$ cat src/rtl/arb_merge4_rr_sched.sv
// Round-robin scheduler that shares one downstream micropipeline stage among
// NREQ pulse-driven requesters, with overflow, spurious-free and watchdog flags.
module arb_merge4_rr_sched #(
  parameter int NREQ    = 4,
  parameter int PTR_W   = 2,
  parameter int TIMEOUT = 255,
  parameter int TO_W    = 8
) (
  input  logic            clk,
  input  logic            w_rstStartflag,
  input  logic [NREQ-1:0] i_drive,
  output logic [NREQ-1:0] o_free,
  output logic            o_driveNext,
  input  logic            i_freeNext,
  output logic [NREQ-1:0] o_validation,
  input  logic            i_stopStartFlag,
  output logic [NREQ-1:0] o_pending,
  output logic            o_overflow,
  output logic            o_spurious,
  output logic            o_timeout
);

  typedef enum logic [1:0] {
    IDLE      = 2'd0,
    SEND      = 2'd1,
    WAIT_FREE = 2'd2
  } stateT;

  localparam logic [TO_W-1:0] TO_LIM  = TO_W'(TIMEOUT);
  localparam logic [NREQ-1:0] ONE_HOT = {{(NREQ-1){1'b0}}, 1'b1};

  stateT            stateR;
  logic [PTR_W-1:0] ptrR;
  logic [PTR_W-1:0] selR;
  logic [NREQ-1:0]  pendingR;
  logic [NREQ-1:0]  validR;
  logic [NREQ-1:0]  freeR;
  logic             driveR;
  logic [TO_W-1:0]  cntR;
  logic             overflowR;
  logic             spuriousR;
  logic             timeoutR;

  logic             freeEvtS;
  logic [NREQ-1:0]  clrMaskS;
  logic [NREQ-1:0]  dropMaskS;
  logic [NREQ-1:0]  pendingNextS;
  logic [PTR_W-1:0] grantSelS;
  logic [TO_W-1:0]  cntIncS;
  logic [PTR_W-1:0] ptrNextS;

  // First set bit at or after base, searching upward modulo NREQ; the lowest
  // offset wins because it is visited last.
  function automatic logic [PTR_W-1:0] pickNext(input logic [NREQ-1:0] req,
                                                input logic [PTR_W-1:0] base);
    logic [PTR_W-1:0] pick;
    int idx;
    pick = base;
    for (int off = NREQ - 1; off >= 0; off--) begin
      idx = (int'(base) + off) % NREQ;
      if (req[idx]) begin
        pick = PTR_W'(idx);
      end
    end
    return pick;
  endfunction

  // Pending bookkeeping, arbitration choice, watchdog increment and pointer advance.
  always_comb begin
    freeEvtS     = (stateR == WAIT_FREE) && i_freeNext;
    clrMaskS     = freeEvtS ? validR : {NREQ{1'b0}};
    dropMaskS    = i_drive & pendingR & ~clrMaskS;
    pendingNextS = (pendingR & ~clrMaskS) | i_drive;
    grantSelS    = pickNext(pendingR, ptrR);
    cntIncS      = (cntR == {TO_W{1'b1}}) ? cntR : cntR + TO_W'(1);
    ptrNextS     = (selR == PTR_W'(NREQ - 1)) ? {PTR_W{1'b0}} : selR + PTR_W'(1);
  end

  // Scheduler FSM with all outputs registered; sticky flags clear only on reset.
  always_ff @(posedge clk or negedge w_rstStartflag) begin
    if (!w_rstStartflag) begin
      stateR    <= IDLE;
      ptrR      <= {PTR_W{1'b0}};
      selR      <= {PTR_W{1'b0}};
      pendingR  <= {NREQ{1'b0}};
      validR    <= {NREQ{1'b0}};
      freeR     <= {NREQ{1'b0}};
      driveR    <= 1'b0;
      cntR      <= {TO_W{1'b0}};
      overflowR <= 1'b0;
      spuriousR <= 1'b0;
      timeoutR  <= 1'b0;
    end else begin
      pendingR <= pendingNextS;
      freeR    <= {NREQ{1'b0}};
      driveR   <= 1'b0;
      if (|dropMaskS) begin
        overflowR <= 1'b1;
      end
      case (stateR)
        IDLE: begin
          if (i_freeNext) begin
            spuriousR <= 1'b1;
          end
          // Selection sees only requests latched before this edge.
          if (i_stopStartFlag && (|pendingR)) begin
            selR   <= grantSelS;
            validR <= ONE_HOT << grantSelS;
            driveR <= 1'b1;
            stateR <= SEND;
          end
        end
        SEND: begin
          if (i_freeNext) begin
            spuriousR <= 1'b1;
          end
          cntR   <= {TO_W{1'b0}};
          stateR <= WAIT_FREE;
        end
        WAIT_FREE: begin
          if (i_freeNext) begin
            freeR  <= validR;
            validR <= {NREQ{1'b0}};
            ptrR   <= ptrNextS;
            stateR <= IDLE;
          end else begin
            cntR <= cntIncS;
            if ((TIMEOUT != 0) && (cntIncS == TO_LIM)) begin
              timeoutR <= 1'b1;
            end
          end
        end
        default: begin
          validR <= {NREQ{1'b0}};
          stateR <= IDLE;
        end
      endcase
    end
  end

  assign o_free       = freeR;
  assign o_driveNext  = driveR;
  assign o_validation = validR;
  assign o_pending    = pendingR;
  assign o_overflow   = overflowR;
  assign o_spurious   = spuriousR;
  assign o_timeout    = timeoutR;

endmodule

$ cat config.mk
export PLATFORM = sky130hd
export DESIGN_NAME = arb_merge4_rr_sched
export DESIGN_NICKNAME = d
export VERILOG_FILES = /design/src/rtl/arb_merge4_rr_sched.sv
export SDC_FILE = /design/constraint.sdc
export NUM_CORES = 1
export LEC_CHECK = 0
export ABC_CLOCK_PERIOD_IN_PS = 1400
export CELL_PAD_IN_SITES_DETAIL_PLACEMENT = 1
export CELL_PAD_IN_SITES_GLOBAL_PLACEMENT = 1
export CORE_ASPECT_RATIO = 1.5
export CORE_MARGIN = 3
export CORE_UTILIZATION = 34
export DETAILED_ROUTE_END_ITERATION = 12
export HOLD_SLACK_MARGIN = 0.15
export PLACE_DENSITY_LB_ADDON = 0.15
export SLEW_MARGIN = 10
export SYNTH_ARGS = -nofsm -noshare
export SYNTH_HDL_FRONTEND = slang
export SYNTH_SLANG_ARGS = --single-unit
export TNS_END_PERCENT = 10
$ cat constraint.sdc
create_clock -name clk -period 1.4 [get_ports clk]
set_input_delay 0.28 -clock clk [delete_from_list [all_inputs] [get_ports clk]]
set_output_delay 0.28 -clock clk [all_outputs]
set_load 0.01 [all_outputs]
==> results of run 1 <==
==> what timing repair did <==
item,in CTS,in global routing
setup endpoints to repair,27,17
hold buffers,0,0
gates cloned,0,0
pin swaps,10,9
resized for setup,39,17
buffers inserted,4,4
==> final timing paths <==
path,startpoint,end,slack [ns]
max in group asynchronous,w_rstStartflag,cntR[2],0.85
max reg2reg,o_pending[3],o_validation[3],-0.13
min reg2reg,o_timeout,o_timeout,0.48
min,i_freeNext,o_spurious,0.33
min in group asynchronous,w_rstStartflag,cntR[0],0.36
max,o_pending[3],o_validation[3],-0.13
==> report_power, final <==
group          switching [mW]  internal [mW]
sequential              0.204           1.06
clock                   0.343          0.395
combinational           0.715          0.793
==> cells in the final DEF (no fill, tap or decap), types with 3 or more instances in the layout <==
cell             count
nand2_1             16
a31oi_1              3
inv_1                6
o21ai_1              5
nand2b_1             4
mux2_2               3
buf_4               45
dlygate4sd2_1       13
o211ai_1             3
dfrtp_1             26
a21oi_1              8
a21o_1               6
nand3_1              8
buf_6                4
clkbuf_8             6
nor2_1               4
clkdlybuf4s50_1      6
dfrtp_2              4
o21ai_0              3
==> kinds of logic (layout without fill, tap and decap cells) <==
family                   after synthesis  after routing
AND/OR/NAND/NOR                       54             54
buffers and inverters                 15             87
multiplexers                           5              5
adder cells (fa/ha/maj)                2              2
flip-flops                            30             30
AO/OA/AOI/OAI                         44             44
XOR/XNOR                               1              1
==> routing by layer <==
| metal | up-vias | share of wire |
|---|---|---|
| li1 | 690 | - |
| met1 | 724 | 0.37 |
| met2 | 23 | 0.59 |
| met3 | 7 | 0.024 |
| met4 | 0 | 0.019 |
| met5 | - | 0 |
==> worst max-delay path, stage by stage (launching register included) <==
cell     delay (ns)
dfrtp_1        0.41
buf_6          0.13
buf_6          0.11
o41ai_4        0.33
nor2_4         0.10
buf_6          0.14
a32o_1         0.20
==> sequential cells by signal, indices dropped and copies added (netlist names) <==
| register | flops |
|---|---|
| cntR | 8 |
| o_driveNext | 1 |
| o_free | 4 |
| o_overflow | 1 |
| o_pending | 4 |
| o_spurious | 1 |
| o_timeout | 1 |
| o_validation | 4 |
| ptrR | 2 |
| selR | 2 |
| stateR | 2 |
==> final cells by class <==
class                   count  area, um^2
fillers                   490        1930
multi-input cells         106         833
flip-flops and latches     30         756
repair buffers             73         619
clock buffers               6        82.6
well taps                  46        57.6
inverters                   6        22.5
clock inverters             2        12.5
==> synth_stat cells (4+ instances only) <==
master and count:
nand2_1 17, nor2_1 5, mux2_2 4, a21oi_1 8
nand3_1 10, a21o_1 6, buf_2 4, inv_1 6
nand2b_1 4, dfrtp_1 30, o21ai_0 9
==> insert_results.sql, run 1 <==
INSERT INTO impl_metrics (metric_group, metric, value, unit) VALUES
('floorplan', 'rows', '29', ''),
('routing', 'via_per_inst', '5.37', ''),
('layout', 'layout-drive-gt1-share', '0.426', ''),
('synthesis', 'yosysSeqAreaShare', '0.487', ''),
('layout', 'layout-area-overhead-vs-synth', '54.5', '%'),
('critical_path', 'critPathRequiredTime', '1.57', 'ns'),
('synthesis', 'syn_inst', '151', ''),
('floorplan', 'boundaryPins', '24', ''),
('layout', 'layout.core_utilization', '0.552', ''),
('status', 'failed_checks', 'negative setup slack', ''),
('routing', 'detail_route.wl_per_cell', '17.8', 'um'),
('timing', 'worst-slew-pin-transition', '0.391', 'ns'),
('floorplan', 'die_area', '5400', 'um^2'),
('synthesis', 'synth_area_leaders', 'dfrtp_1, nand2_1, nand3_1', ''),
('floorplan', 'die_w', '61', 'um'),
('floorplan', 'floorplan.core_area', '4320', 'um^2'),
('global_routing', 'global_route.peak_usage_layer', 'met2', ''),
('global_routing', 'first_global_vias', '1677', ''),
('placement', 'pre_cts_ws', '-0.442', 'ns'),
('synthesis', 'post_synth_fa_ha_maj_area_fraction', '0.0162', ''),
('placement', 'placedInstanceArea', '2130', 'um^2'),
('placement', 'dpl.hpwl', '3.65', 'mm'),
('power_and_ir_drop', 'vdd.ir_drop.worst', '0.00104', 'V'),
('power_and_ir_drop', 'total_power', '3.51', 'mW'),
('clock_tree', 'clockBufferDepth', '2', ''),
('layout', 'final_cell_area', '2380', 'um^2'),
('routing', 'drt_iter0_drc', '39', ''),
('critical_path', 'critical_path.endpoint_type', 'register', ''),
('power_and_ir_drop', 'power_leakage', '1.12', 'nW'),
('timing', 'final.hold.worst_slack', '0.332', 'ns'),
('synthesis', 'synth_largest_type_area_fraction', '0.487', ''),
('timing', 'setup_repair_after_global_routing_missed_its_margin', 'yes', ''),
('placement', 'place_inst', '253', ''),
('worst_hold_path', 'worstHoldPathCells', '2', ''),
('clock_tree', 'cts_htree_levels', '2', ''),
('global_routing', 'number_of_antenna_violations_at_the_first_check_in_global_routing', '0', ''),
('synthesis', 'synth-xor-area-share', '0.00568', ''),
('global_routing', 'gr-usage-all-layers', '0.204', ''),
('power_and_ir_drop', 'cellPowerDensity', '1470', 'nW/um^2'),
('timing', 'drv_slew', '0', ''),
('synthesis', 'synth_area_per_cell', '10.2', 'um^2'),
('synthesis', 'largest_family_of_logic_cells_by_synthesized_area', 'compound AO/OA/AOI/OAI gates', ''),
('floorplan', 'die-height', '88.5', 'um'),
('floorplan', 'initial_utilization', '0.357', ''),
('synthesis', 'yosysWarnings', '0', ''),
('routing', 'post-route-drc-count', '0', ''),
('synthesis', 'synth_fp_nets', '161', ''),
('timing', 'setup-tns-final', '-0.889', 'ns'),
('clock_tree', 'cts_buffers', '5', ''),
('routing', 'drtPass1Iterations', '4', ''),
('critical_path', 'worstSetupStartpointType', 'register', ''),
('timing', 'layout_worst_path_cycle_share', '1.10', ''),
('synthesis', 'synth.cell_area', '1540', 'um^2'),
('global_routing', 'grt_max_degree', '31', ''),
('clock_tree', 'tritoncts_clock_tree', 'yes', ''),
('job', 'max-cap-violations', '0', ''),
('global_routing', 'grt_use_met3', '0.0307', ''),
('synthesis', 'synthMuxAreaShare', '0.0389', ''),
('synthesis', 'count_of_flip_flops_with_a_built_in_enable_after_synthesis', '0', ''),
('status', 'status', 'finished, violations left', ''),
('global_routing', 'wire_length_of_the_first_global_routing_pass', '8.08', 'mm'),
('timing', 'timing.final.hold_violations', '0', ''),
('global_routing', 'gr_util_met2', '0.386', ''),
('timing', 'setup_violations', '10', ''),
('critical_path', 'path_class', 'reg -> reg', ''),
('timing', 'final_period_minus_worst_setup_slack', '1.53', 'ns'),
('synthesis', 'synth-main-ff-cell', 'dfrtp_1', ''),
('timing', 'worst_slack', '-0.134', 'ns'),
('timing', 'achievable-frequency', '652', 'MHz'),
('clock_tree', 'clk_latency', '0.28', 'ns'),
('routing', 'routed_wl', '4.79', 'mm');
(Power assumes the default switching activity.)
==> run 2: changes to the inputs <==
GPL_ROUTABILITY_DRIVEN = 0   (was default)
==> insert_results.sql, run 2 (synthesized netlist as in run 1, its figures left out) <==
INSERT INTO impl_metrics (metric_group, metric, value, unit) VALUES
('status', 'status', 'finished, violations left', ''),
('status', 'failed_checks', 'negative setup slack', ''),
('floorplan', 'floorplan.core_area', '4320', 'um^2'),
('critical_path', 'worst_path_buf_inv', '2', ''),
('clock_tree', 'clk_latency', '0.29', 'ns'),
('global_routing', 'number_of_antenna_violations_at_the_first_check_in_global_routing', '0', ''),
('floorplan', 'boundaryPins', '24', ''),
('power_and_ir_drop', 'cellPowerDensity', '1460', 'nW/um^2'),
('timing', 'achievable-frequency', '658', 'MHz'),
('layout', 'antenna-diode-count', '0', ''),
('clock_tree', 'clk_pin_slew', '0.07', 'ns'),
('routing', 'post-route-drc-count', '0', ''),
('timing', 'worst-slew-pin-transition', '0.376', 'ns'),
('clock_tree', 'cts_htree_levels', '2', ''),
('layout', 'final_cell_mix', 'buf_4, dfrtp_1, nand2_1', ''),
('job', 'max-cap-violations', '0', ''),
('worst_hold_path', 'worstHoldPathCells', '2', ''),
('global_routing', 'grt_max_degree', '31', ''),
('clock_tree', 'clock-sinks', '30', ''),
('critical_path', 'worstSetupStartpointType', 'register', ''),
('critical_path', 'critical_path_s_most_frequent_cell', 'buf_6', ''),
('layout', 'nFillCells', '484', ''),
('timing', 'setup_repair_after_global_routing_missed_its_margin', 'yes', ''),
('timing', 'setup_violations', '11', ''),
('global_routing', 'first_global_vias', '1525', ''),
('critical_path', 'crit_path_top_delay_cell', 'o41ai_4', ''),
('clock_tree', 'cts_hold_repair.buffers', '0', ''),
('critical_path', 'crit_path_max_incr_delay', '0.44', 'ns'),
('power_and_ir_drop', 'power_leakage', '1.13', 'nW'),
('routing', 'drtPass1Iterations', '4', ''),
('critical_path', 'ff2ff_path_depth', '5', ''),
('global_routing', 'gr-usage-all-layers', '0.185', ''),
('placement', 'placement.io_buffers', '23', ''),
('floorplan', 'die_area', '5400', 'um^2'),
('timing', 'setup-tns-final', '-0.799', 'ns'),
('global_routing', 'wire_length_of_the_first_global_routing_pass', '7.27', 'mm'),
('critical_path', 'maximum_fanout_along_the_worst_path', '4', ''),
('timing', 'timing.final.hold_violations', '0', ''),
('critical_path', 'critical_path.endpoint_type', 'register', ''),
('critical_path', 'arrival', '1.70', 'ns'),
('critical_path', 'family_of_cells_with_the_greatest_summed_delay_on_the_critical_path', 'compound AO/OA/AOI/OAI gates', ''),
('power_and_ir_drop', 'vdd.ir_drop.worst', '0.000928', 'V'),
('layout', 'layout-drive-gt1-share', '0.419', ''),
('layout', 'layout.core_utilization', '0.553', ''),
('floorplan', 'die-height', '88.5', 'um'),
('critical_path', 'critPathRequiredTime', '1.58', 'ns'),
('routing', 'detail_route.wl_per_cell', '16.2', 'um'),
('critical_path', 'worst-path-stages', '5', ''),
('routing', 'routed_wl', '4.42', 'mm'),
('timing', 'fin_worst_skew', '0.00939', 'ns'),
('layout', 'layout.cells.most_common', 'buf_4', ''),
('routing', 'total_number_of_vias', '1456', ''),
('clock_tree', 'clockBufferDepth', '2', ''),
('floorplan', 'rows', '29', ''),
('routing', 'postRouteAntennaNets', '0', ''),
('placement', 'dpl.hpwl', '3.32', 'mm'),
('layout', 'flip_flop_count_of_the_largest_register_all_copies_and_words_added', '8', ''),
('critical_path', 'timing.critical_path.cells', 'buf_6, o41ai_4, nor2_4, buf_6, a32o_1', ''),
('timing', 'drv_slew', '0', ''),
('clock_tree', 'cts_root_buffer', 'clkbuf_8', ''),
('floorplan', 'die_w', '61', 'um'),
('critical_path', 'path_class', 'reg -> reg', ''),
('placement', 'pre_cts_ws', '-0.403', 'ns'),
('global_routing', 'total_grt_overflow', '0', ''),
('layout', 'layout-area-overhead-vs-synth', '54.7', '%'),
('routing', 'via_per_inst', '5.33', ''),
('timing', 'worst_slack', '-0.120', 'ns'),
('clock_tree', 'tritoncts_clock_tree', 'yes', ''),
('timing', 'slew_headroom', '0.748', ''),
('floorplan', 'initial_utilization', '0.357', ''),
('timing', 'final.hold.worst_slack', '0.294', 'ns'),
('layout', 'max_flop_register', 'cntR', ''),
('layout', 'fin_nets', '236', ''),
('worst_hold_path', 'hp-class', 'in -> reg', ''),
('routing', 'drt_iter0_drc', '21', ''),
('timing', 'layout_worst_path_cycle_share', '1.09', ''),
('timing', 'final_period_minus_worst_setup_slack', '1.52', 'ns'),
('clock_tree', 'cts_buffers', '5', '');
==> run 2: cell count changes in the layout (fill, tap and decap cells not counted), moves of 2 or more <==
cell and delta:
buf_4 +2, buf_6 +3, nor3_2 -2, nor3_1 +2
==> run 2: cell type report <==
| cell class | instances | area, um^2 | area share |
|---|---|---|---|
| clock buffer | 6 | 82.6 | 0.0346 |
| sequential | 30 | 757 | 0.317 |
| multi-input combinational | 106 | 792 | 0.332 |
| tap | 46 | 57.6 | 0.0241 |
| inverter | 6 | 22.5 | 0.00943 |
| timing repair buffer | 77 | 663 | 0.278 |
| clock inverter | 2 | 12.5 | 0.00524 |
==> run 2: final timing paths <==
path                           startpoint               to  slack, ns
max                          o_pending[2]  o_validation[2]      -0.12
min                            i_freeNext       o_spurious       0.29
max reg2reg                  o_pending[2]  o_validation[2]      -0.12
min reg2reg                    o_spurious       o_spurious       0.45
max in group asynchronous  w_rstStartflag          cntR[2]       0.85
min in group asynchronous  w_rstStartflag       o_spurious       0.35
==> run 2: timing repair <==
item	CTS	global route
setup endpoints to repair	24	19
resized for setup	30	21
buffers inserted	12	2
pin swaps	6	9
gates cloned	0	0
==> run 2: metal layers <==
layer / up-vias / global-route usage / share of wire
li1: 695 / - / -
met1: 737 / 0.190 / 0.37
met2: 20 / 0.341 / 0.59
met3: 4 / 0.0482 / 0.030
met4: 0 / 0.0789 / 0.0097
met5: - / 0 / 0
==> run 2: power breakdown <==
group          total, mW  internal, mW  switching (mW)
sequential          1.24          1.06           0.182
combinational       1.50         0.806           0.696
clock              0.739         0.395           0.345
==> run 2: per-stage QoR <==
stage,power [mW],instance area (um^2),cells
2_1_floorplan,1.95,1570,151
3_3_place_gp,2.55,2110,251
3_5_place_dp,2.61,2110,251
4_1_cts,3.44,2310,271
5_1_grt,3.74,2390,273
6_report,3.48,2390,273
